`config.mk`:
```
export PLATFORM = sky130hd
export DESIGN_NAME = frame_drain_ctrl
export DESIGN_NICKNAME = d
export VERILOG_FILES = /design/src/rtl/frame_drain_pkg.sv /design/src/rtl/frame_drain_pipe.sv /design/src/rtl/frame_drain_ctrl.sv
export SDC_FILE = /design/constraint.sdc
export NUM_CORES = 1
export LEC_CHECK = 0
export CORE_ASPECT_RATIO = 1.75
export CORE_MARGIN = 2
export CORE_UTILIZATION = 25
export CTS_CLUSTER_SIZE = 10
export DETAILED_ROUTE_END_ITERATION = 8
export SYNTH_ARGS = -nofsm -noshare
export SYNTH_HDL_FRONTEND = slang
export SYNTH_HIERARCHICAL = 1
export SYNTH_SLANG_ARGS = --single-unit
```
`constraint.sdc`:
```
create_clock -name clk -period 1.5 [get_ports clk]
set_input_delay 0.225 -clock clk [delete_from_list [all_inputs] [get_ports clk]]
set_output_delay 0.225 -clock clk [all_outputs]
set_load 0.05 [all_outputs]
```
`src/rtl/frame_drain_pkg.sv`:
```
// Shared types and constants for the frame drain controller.
//
// Contents:
//   drain_state_e   - controller FSM states
//   FRAME_CNT_W     - width of the completed-frame counter
//   GAP_CNT_W       - width of the inter-frame gap counter (GAP_CYC <= 15)
//   *_RST           - reset values for the controller registers
//   frame_cnt_inc() - wrapping increment for the frame counter
package frame_drain_pkg;

  typedef enum logic [2:0] {
    StIdle = 3'd0,
    StWait = 3'd1,
    StXfer = 3'd2,
    StGap  = 3'd3,
    StErr  = 3'd4
  } drain_state_e;

  localparam int unsigned FRAME_CNT_W = 16;
  localparam int unsigned GAP_CNT_W   = 4;

  localparam drain_state_e            DRAIN_STATE_RST = StIdle;
  localparam logic                    ERR_RST         = 1'b0;
  localparam logic [FRAME_CNT_W-1:0]  FRAME_CNT_RST   = '0;
  localparam logic [GAP_CNT_W-1:0]    GAP_CNT_RST     = '0;

  // 0xFFFF + 1 wraps to 0 by truncation.
  function automatic logic [FRAME_CNT_W-1:0] frame_cnt_inc(input logic [FRAME_CNT_W-1:0] cnt);
    return cnt + 1'b1;
  endfunction

endpackage

```
`src/rtl/frame_drain_pipe.sv`:
```
// Two-stage read pipeline between the async FIFO read port and the sync FIFO write port.
//
// A pop at cycle t enters stage 1 as valid/sop/eop tags. At t+1 the async FIFO read data is
// valid and is captured together with the tags into stage 2, which drives the sync FIFO
// write at t+2. No backpressure: every accepted pop is written exactly two cycles later.
//
// Ports:
//   clk_i, rst_ni     - clock, synchronous active-low reset (pipeline reset to empty)
//   pop_i             - a word is being popped from the async FIFO this cycle
//   sop_i, eop_i      - frame tags of the word being popped
//   rd_data_i         - async FIFO read data (valid the cycle after the pop)
//   s1_valid_o        - stage 1 holds an in-flight word
//   wr_en_o           - sync FIFO write strobe
//   wr_data_o         - sync FIFO write data
//   sop_o, eop_o      - frame tags, already qualified by wr_en_o
module frame_drain_pipe #(
  parameter int unsigned DATA_W = 32
) (
  input  logic              clk_i,
  input  logic              rst_ni,
  input  logic              pop_i,
  input  logic              sop_i,
  input  logic              eop_i,
  input  logic [DATA_W-1:0] rd_data_i,
  output logic              s1_valid_o,
  output logic              wr_en_o,
  output logic [DATA_W-1:0] wr_data_o,
  output logic              sop_o,
  output logic              eop_o
);

  logic              s1_valid_q, s1_sop_q, s1_eop_q;
  logic              s2_valid_q, s2_sop_q, s2_eop_q;
  logic [DATA_W-1:0] s2_data_q;

  always_ff @(posedge clk_i) begin
    if (!rst_ni) begin
      s1_valid_q <= 1'b0;
      s1_sop_q   <= 1'b0;
      s1_eop_q   <= 1'b0;
      s2_valid_q <= 1'b0;
      s2_sop_q   <= 1'b0;
      s2_eop_q   <= 1'b0;
      s2_data_q  <= '0;
    end else begin
      // Tags are masked with the valid so they never leak on idle cycles.
      s1_valid_q <= pop_i;
      s1_sop_q   <= pop_i & sop_i;
      s1_eop_q   <= pop_i & eop_i;
      s2_valid_q <= s1_valid_q;
      s2_sop_q   <= s1_sop_q;
      s2_eop_q   <= s1_eop_q;
      if (s1_valid_q) begin
        s2_data_q <= rd_data_i;
      end
    end
  end

  assign s1_valid_o = s1_valid_q;
  assign wr_en_o    = s2_valid_q;
  assign wr_data_o  = s2_data_q;
  assign sop_o      = s2_sop_q;
  assign eop_o      = s2_eop_q;

endmodule

```
`src/rtl/frame_drain_ctrl.sv`:
```
// Frame-level drain controller: moves whole frames from the async (CDC) FIFO into the sync
// output FIFO, tagging the first and last word with out_sop / out_eop.
//
// A frame is only started once the async FIFO holds FRAME_LEN words, so a started frame can
// never starve. Pops are throttled by sync_almost_full; any FIFO overflow/underflow pulse
// parks the controller in an error state until enable is dropped.
//
// Optional feature: define FRAME_DRAIN_STATS_EN to build the 16-bit completed-frame counter.
// Without it frame_cnt is tied to zero and no counter flops exist.
//
// Ports:
//   clk, rst_n           - clock, synchronous active-low reset
//   enable               - start/continue framing; dropping it also clears an error
//   async_fifo_empty     - async FIFO empty flag
//   async_rd_lvl         - async FIFO read-side fill level
//   async_fifo_rd_data   - async FIFO read data, valid the cycle after async_fifo_rd_en
//   async_underflow      - async FIFO underflow pulse
//   async_fifo_rd_en     - async FIFO pop request
//   sync_almost_full     - sync FIFO has at most 2 free entries
//   sync_overflow        - sync FIFO overflow pulse
//   sync_wr_en           - sync FIFO write strobe
//   sync_wr_data         - sync FIFO write data
//   out_sop, out_eop     - first/last word of a frame, qualified by sync_wr_en
//   busy                 - controller not idle
//   err_sticky           - error latched
//   frame_cnt            - completed frame count (wraps)
module frame_drain_ctrl
  import frame_drain_pkg::*;
#(
  parameter int unsigned DATA_W    = 32,
  parameter int unsigned LVL_W     = 6,
  parameter int unsigned FRAME_LEN = 16,
  parameter int unsigned GAP_CYC   = 2
) (
  input  logic                   clk,
  input  logic                   rst_n,
  input  logic                   enable,
  input  logic                   async_fifo_empty,
  input  logic [LVL_W-1:0]       async_rd_lvl,
  input  logic [DATA_W-1:0]      async_fifo_rd_data,
  input  logic                   async_underflow,
  output logic                   async_fifo_rd_en,
  input  logic                   sync_almost_full,
  input  logic                   sync_overflow,
  output logic                   sync_wr_en,
  output logic [DATA_W-1:0]      sync_wr_data,
  output logic                   out_sop,
  output logic                   out_eop,
  output logic                   busy,
  output logic                   err_sticky,
  output logic [FRAME_CNT_W-1:0] frame_cnt
);

  localparam int unsigned CNT_W = $clog2(FRAME_LEN + 1);

  localparam logic [CNT_W-1:0]     LEN_CNT  = CNT_W'(FRAME_LEN);
  localparam logic [CNT_W-1:0]     LAST_CNT = CNT_W'(FRAME_LEN - 1);
  localparam logic [LVL_W-1:0]     LEN_LVL  = LVL_W'(FRAME_LEN);
  localparam logic [GAP_CNT_W-1:0] GAP_LAST = GAP_CNT_W'((GAP_CYC == 0) ? 0 : GAP_CYC - 1);

  drain_state_e         state_q, state_d;
  logic [CNT_W-1:0]     issued_q, issued_d;
  logic [GAP_CNT_W-1:0] gap_q, gap_d;
  logic                 err_q, err_d;

  logic err_in;
  logic pop;
  logic pipe_s1_valid;
  logic xfer_done;

  assign err_in = sync_overflow | async_underflow;

  // An error pulse suppresses the pop of the same cycle, so a frame hit on its last pop
  // never produces an eop and is never counted.
  assign pop = (state_q == StXfer) && !err_in && !sync_almost_full && !async_fifo_empty &&
               (issued_q < LEN_CNT);

  // All pops issued and stage 1 empty; the final word is in stage 2 being written now.
  assign xfer_done = (issued_q == LEN_CNT) && !pipe_s1_valid;

  always_comb begin
    state_d  = state_q;
    issued_d = issued_q;
    gap_d    = gap_q;
    err_d    = err_q;

    if (pop) begin
      issued_d = issued_q + 1'b1;
    end

    unique case (state_q)
      StIdle: begin
        if (enable) begin
          state_d = StWait;
        end
      end
      StWait: begin
        if (!enable) begin
          state_d = StIdle;
        end else if (async_rd_lvl >= LEN_LVL) begin
          state_d  = StXfer;
          issued_d = '0;
        end
      end
      StXfer: begin
        if (xfer_done) begin
          if (GAP_CYC == 0) begin
            state_d = enable ? StWait : StIdle;
          end else begin
            state_d = StGap;
            gap_d   = '0;
          end
        end
      end
      StGap: begin
        if (gap_q == GAP_LAST) begin
          state_d = enable ? StWait : StIdle;
        end else begin
          gap_d = gap_q + 1'b1;
        end
      end
      StErr: begin
        if (!enable) begin
          state_d = StIdle;
          err_d   = 1'b0;
        end
      end
      default: begin
        state_d = StIdle;
      end
    endcase

    // Errors win over every other transition, including leaving ERR.
    if (err_in) begin
      state_d = StErr;
      err_d   = 1'b1;
    end
  end

  always_ff @(posedge clk) begin
    if (!rst_n) begin
      state_q  <= DRAIN_STATE_RST;
      issued_q <= '0;
      gap_q    <= GAP_CNT_RST;
      err_q    <= ERR_RST;
    end else begin
      state_q  <= state_d;
      issued_q <= issued_d;
      gap_q    <= gap_d;
      err_q    <= err_d;
    end
  end

  frame_drain_pipe #(
    .DATA_W (DATA_W)
  ) u_pipe (
    .clk_i      (clk),
    .rst_ni     (rst_n),
    .pop_i      (pop),
    .sop_i      (issued_q == '0),
    .eop_i      (issued_q == LAST_CNT),
    .rd_data_i  (async_fifo_rd_data),
    .s1_valid_o (pipe_s1_valid),
    .wr_en_o    (sync_wr_en),
    .wr_data_o  (sync_wr_data),
    .sop_o      (out_sop),
    .eop_o      (out_eop)
  );

  assign async_fifo_rd_en = pop;
  assign busy             = (state_q != StIdle);
  assign err_sticky       = err_q;

`ifdef FRAME_DRAIN_STATS_EN
  logic [FRAME_CNT_W-1:0] frame_cnt_q;

  always_ff @(posedge clk) begin
    if (!rst_n) begin
      frame_cnt_q <= FRAME_CNT_RST;
    end else if (sync_wr_en && out_eop) begin
      frame_cnt_q <= frame_cnt_inc(frame_cnt_q);
    end
  end

  assign frame_cnt = frame_cnt_q;
`else
  assign frame_cnt = FRAME_CNT_RST;
`endif

endmodule

```
Word-level counts from Yosys, hierarchy flattened --
Cells that the tools add are included. Widths: inputs -> output; s select.
Storage, ports and cells: output and inout port bits 54, bits in registers 51, logic and storage cells 77
Operators by class: equality and inequality tests 19, muxes and demuxes 19, magnitude comparators 2, reductions and logical operators 19, add/sub/neg operators 2, bitwise gates (word level) 4
Operators with widths (number):
- $mux 3 | 7
- $mux 5 | 4
- $ne 3x3->1 const B | 5
- $pmux 3 s5 | 1
- $ne 2x2->1 const B | 5
- $reduce_and 5->1 | 2
- $mux 4 | 2
- $pmux 4 s2 | 1
- $eq 3x2->1 const B | 2
- $ge 6x5->1 const B | 1
- $add 5x1->5 const B | 1
- $eq 5x4->1 const B | 1
- $eq 5x5->1 const B | 1
- $logic_and 1x1->1 | 5
- $logic_not 5->1 | 1
- $lt 5x5->1 const B | 1
- $add 4x1->4 const B | 1
- $eq 4x1->1 const B | 1
- $logic_not 1->1 | 4
- $mux 1 | 4
- $ne 4x4->1 const B | 1
- $reduce_bool 2->1 | 2
- $eq 3x1->1 const B | 1
- $eq 3x3->1 const B | 1
- other kinds (9) | 10

Longest topological paths before layout --
word-level depth 10, gate-level depth with buffers 6, mapped depth without buffers 6

By module --
Netlist, hierarchy kept.
Modules (own cells, without submodules):
- frame_drain_pipe | cells an instance 116, area an instance 1408.9 um^2, times used 1, seq. area each 760.7 um^2
- frame_drain_ctrl | cells an instance 116, area an instance 957.2 um^2, times used 1, seq. area each 260.2 um^2

Worst setup path before layout --
OpenSTA, ideal clock, no wires.
path kind register to register, from reg state_q[0], to reg u_pipe.s1_eop_q, buffers on the path 1, stages on the path, launching flop included 5, path slack -107 ps, arrival 1545 ps, cells stage by stage dfxtp_1 -> buf_2 -> nor3b_1 -> and3_1 -> and3_1
On the way: word-level cells in the longest chain between the ends 6
Ends and longest elaborated chain:
- start: declaration | RTL line frame_drain_ctrl.sv:61 | drain_state_e state_q, state_d;
- start signal: assignment | RTL line frame_drain_ctrl.sv:147 | state_q <= state_d;
- $eq 3x2->1 | RTL line frame_drain_ctrl.sv:75 | assign pop = (state_q == StXfer) && !err_in && !sync_almost_full && !async_fifo_empty &&
- $logic_and 1x1->1 (4 in series) | RTL line frame_drain_ctrl.sv:75
- net async_fifo_rd_en | RTL line frame_drain_ctrl.sv:42 | output logic async_fifo_rd_en,
- $and 1x1->1 | RTL line frame_drain_pipe.sv:49 | s1_eop_q <= pop_i & eop_i;
- end signal: assignment | RTL line frame_drain_pipe.sv:49
- end: declaration | RTL line frame_drain_pipe.sv:32 | logic s1_valid_q, s1_sop_q, s1_eop_q;
The timed path passes the listed nets, and every way through them passes these cells. A chain may end at the register's enable or synchronous reset.

Final worst setup path --
from reg state_q[0], to out async_fifo_rd_en
On the way: word-level cells in the longest chain between the ends 5
Ends and longest elaborated chain (RTL line):
- $eq 3x2->1 | frame_drain_ctrl.sv:75
- $logic_and 1x1->1 (4 in series) | frame_drain_ctrl.sv:75
- end: declaration | frame_drain_ctrl.sv:42
Every way passes these cells.

==> flow_summary.toml <==
[finish]
design_area_sq_mm = 0.00351
area_growth_pct = 48.2
final_nets = 381
final_antenna_diode_count = 0
finalNonFillerCells = 453
drive_above_1_share_pct = 28.1
finish.utilization_pct = 37.5

[detailed_routing]
drt_first_iter_violations = 43
postRouteAntennaNets = 0
first_pass_iters = 4
vias_per_cell = 4.32
detail_route.wl_per_cell_um = 12.2
detailroute.via_count = 1957
detailed_route_drc_error_count = 0
wirelength_um = 5510

[place]
place.gp.congestion = 0.834
post_dp_cell_area_sq_mm = 0.00327
place_worst_setup_slack_ns = -0.290
hpwl_um = 4180
port_buffers = 78
placed_cells = 443

[power_and_ir_drop]
intPower_w = 0.00228
p_leak_nw = 1.33
part_of_the_power_in_combinational_logic_pct = 10.5
cellPowerDensity_mw_per_mm2 = 836
netSwitchingPower_w = 0.000652
seqPwrFrac_pct = 46.6
irDropWorstVdd_mv = 0.641
power.share.clock_pct = 42.9
sw_frac_of_total_pct = 22.2

[worst_setup_path]
cp_slowest_cell = "sky130_fd_sc_hd__dfxtp_2"
critical_path.startpoint = "state_q[0]$_SDFFE_PP0P_"
setup.worst_path.class = "reg2out"
reg2reg_from = "issued_q[0]$_SDFF_PN0_"
worst_path_largest_cell_delay_ns = 0.34
worstSetupStartpointType = "flip-flop"
rrSetupSlack_ns = 0.01
r2r_cells = 6
path_cells = "buf_6, nor3b_4, and3_4, buf_12"
critPathArrivalTime_ns = 1.31
worst_ep_required_time_ns = 1.27
path_max_fanout = 3
critical_path_end_type = "output pin"
reg2reg_to = "state_q[0]$_SDFFE_PP0P_"

[clocking]
clk_path_buf_depth = 2
cts_inserted_buffers = 5
ctsHtreeMaxLevel = 2
cts_root_buffer = "sky130_fd_sc_hd__clkbuf_16"
number_of_hold_buffers_added_after_cts = 0
worst_skew_pair.late_latency_ns = 0.29
clock_sinks = 51
tritoncts_clock_tree = "built"
path_clk_slew_ns = 0.07

[die]
die_y_um = 133
die_width_um = 77.5
core-area_sq_mm = 0.00935
number_of_core_rows = 47
initial_utilization_pct = 25.3
top_level_ports = 99
floorplan.die_area_sq_mm = 0.0103

[timing]
final-setup-viol-count = 1
fmax_mhz = 651
max-slew-margin-rel_pct = 66.5
final.min_clock_period_ns = 1.54
finalWorstSetupSlack_ns = -0.0367
final_min_period_over_clock_period_pct = 102
worstMarginPinSlew_ns = 0.500
final.setup_skew_ns = 0.00842
fin_worst_hold_slack_ns = 0.439
finalHoldViolations = 0
grt_setup_unrepaired = "yes"
final_max_slew_viol_count = 0

[synth]
synth_ff_type = "sky130_fd_sc_hd__dfxtp_1"
netlist.area_leader.share_pct = 43.2
post_synth_main_area_contributors = "sky130_fd_sc_hd__dfxtp_1 43%, sky130_fd_sc_hd__mux2i_1 15%, sky130_fd_sc_hd__nor2b_1 8.7%"
post_synth_inst_count = 232
syn-cell-area_sq_mm = 0.00237
synthTopCellsByCount = "51 x sky130_fd_sc_hd__dfxtp_1, 36 x sky130_fd_sc_hd__mux2i_1, 33 x sky130_fd_sc_hd__nor2b_1"
postSynthRegisterBits = 51
post_synth_num_cell_types = 42
count_of_flip_flops_with_a_built_in_enable_after_synthesis = 0
yosysSeqAreaShare_pct = 43.2
synth_most_common_cell = "sky130_fd_sc_hd__dfxtp_1"
avgSynthCellArea_sq_um = 10.2
postSynth.asyncResetShare_pct = 0
synthDominantAreaCellType = "sky130_fd_sc_hd__dfxtp_1"
synth_warnings = 6

[grt]
grt_antenna_before_repair = 0
grt_util_all_layers_pct = 10.8
grt_first_pass_wirelength_um = 8850
first_global_vias = 1934
grt_start_max_net_pins = 36
grt_overflow_total = 0

[worst_hold_path]
hp-start = "u_pipe/s1_sop_q$_SDFF_PN0_"
hp-class = "reg2reg"
cell_depth_of_the_worst_hold_path = 1
worstHoldEndpoint = "u_pipe/sop_o$_SDFF_PN0_"

[job]
timing.max_cap.violations = 0

[status]
run_status = "finished, violations left"
violations = "negative setup slack"
## critical path, delay by kind of cell (launching register included)
family                 cells  cell delay (ns)
flip-flops                 1             0.34
AND/OR/NAND/NOR            2             0.43
buffers and inverters      2             0.25
## cell usage in the layout, fill, tap and decap left out, drive strengths merged, types with 2 or more instances in the layout
cell,netlist,routed
a21oi,5,5
and2,4,4
and3,4,4
buf,24,65
clkbuf,4,5
clkdlybuf4s50,0,36
conb,1,16
dfxtp,51,51
dlygate4sd2,0,4
ha,5,5
inv,10,10
mux2i,36,36
nand2,6,6
nand3,4,4
nand4,2,2
nor2,4,4
nor2b,33,33
nor3,5,5
nor3b,4,4
o21ai,4,4
o22ai,2,2
o311ai,4,4
o41ai,2,2
or3b,3,3
or4,2,2
## flip-flops by register name, indices dropped and copies added (netlist names), 3 cells and up
register	count
state_q	3
issued_q	5
gap_q	4
u_pipe/wr_data_o	32
## metrics by stage
step	TNS (ns)	total power, W
floorplan	0	0.00158
CTS	-0.114	0.00298
finish	-0.0367	0.00293
global route	-0.516	0.00303
detailed placement	-1.81	0.00170
global placement	-1.52	0.00170
## power by group through the flow
stage | clock network, W | logic [W] | registers (W)
floorplan | 0 | 0.000180 | 0.00140
global placement | 0 | 0.000307 | 0.00139
detailed placement | 0 | 0.000309 | 0.00139
CTS | 0.00131 | 0.000309 | 0.00136
global route | 0.00135 | 0.000325 | 0.00136
finish | 0.00126 | 0.000308 | 0.00136
## layout make-up
type	count	area (sq um)
fillers	941	5840
multi-input cells	158	1190
flip-flops and latches	51	1030
repair buffers	105	937
well taps	122	153
clock buffers	5	125
clock inverters	2	37.5
inverters	10	37.5
## per-layer routing
metal | share of wire, % | GRT usage, % | vias up
li1 | - | - | 968
met1 | 37 | 10.4 | 923
met2 | 57 | 21.2 | 60
met3 | 4.9 | 2.39 | 6
met4 | 1.8 | 4.56 | 0
met5 | 0 | 0 | -
## how the worst max path moves through the flow
stage          cells past startpoint                 endpoint  slack (ns)
5_1_grt                            4         async_fifo_rd_en       -0.10
4_1_cts                            4         async_fifo_rd_en       -0.05
3_3_place_gp                       4   issued_q[4]$_SDFF_PN0_       -0.23
2_1_floorplan                      4  state_q[0]$_SDFFE_PP0P_       0.006
6_report                           4         async_fifo_rd_en       -0.04
3_5_place_dp                       4   issued_q[4]$_SDFF_PN0_       -0.29
## cell families after synthesis
kind of cell | count (synthesis) | synth area share (%)
AOI/OAI and AO/OA | 25 | 7.93
adders and majority gates | 5 | 2.64
buffers and inverters | 38 | 11.2
DFF | 51 | 43.2
muxes | 36 | 15.2
other | 1 | 0.158
and+or+nand+nor | 76 | 19.7
## timing repair
action                                 CTS  global route
resized for setup                       16            10
buffers inserted                         2             1
pin swaps                                4             4
setup endpoints to repair                7            12
endpoints found under the hold margin    0             0
(Power assumes the default switching activity.)
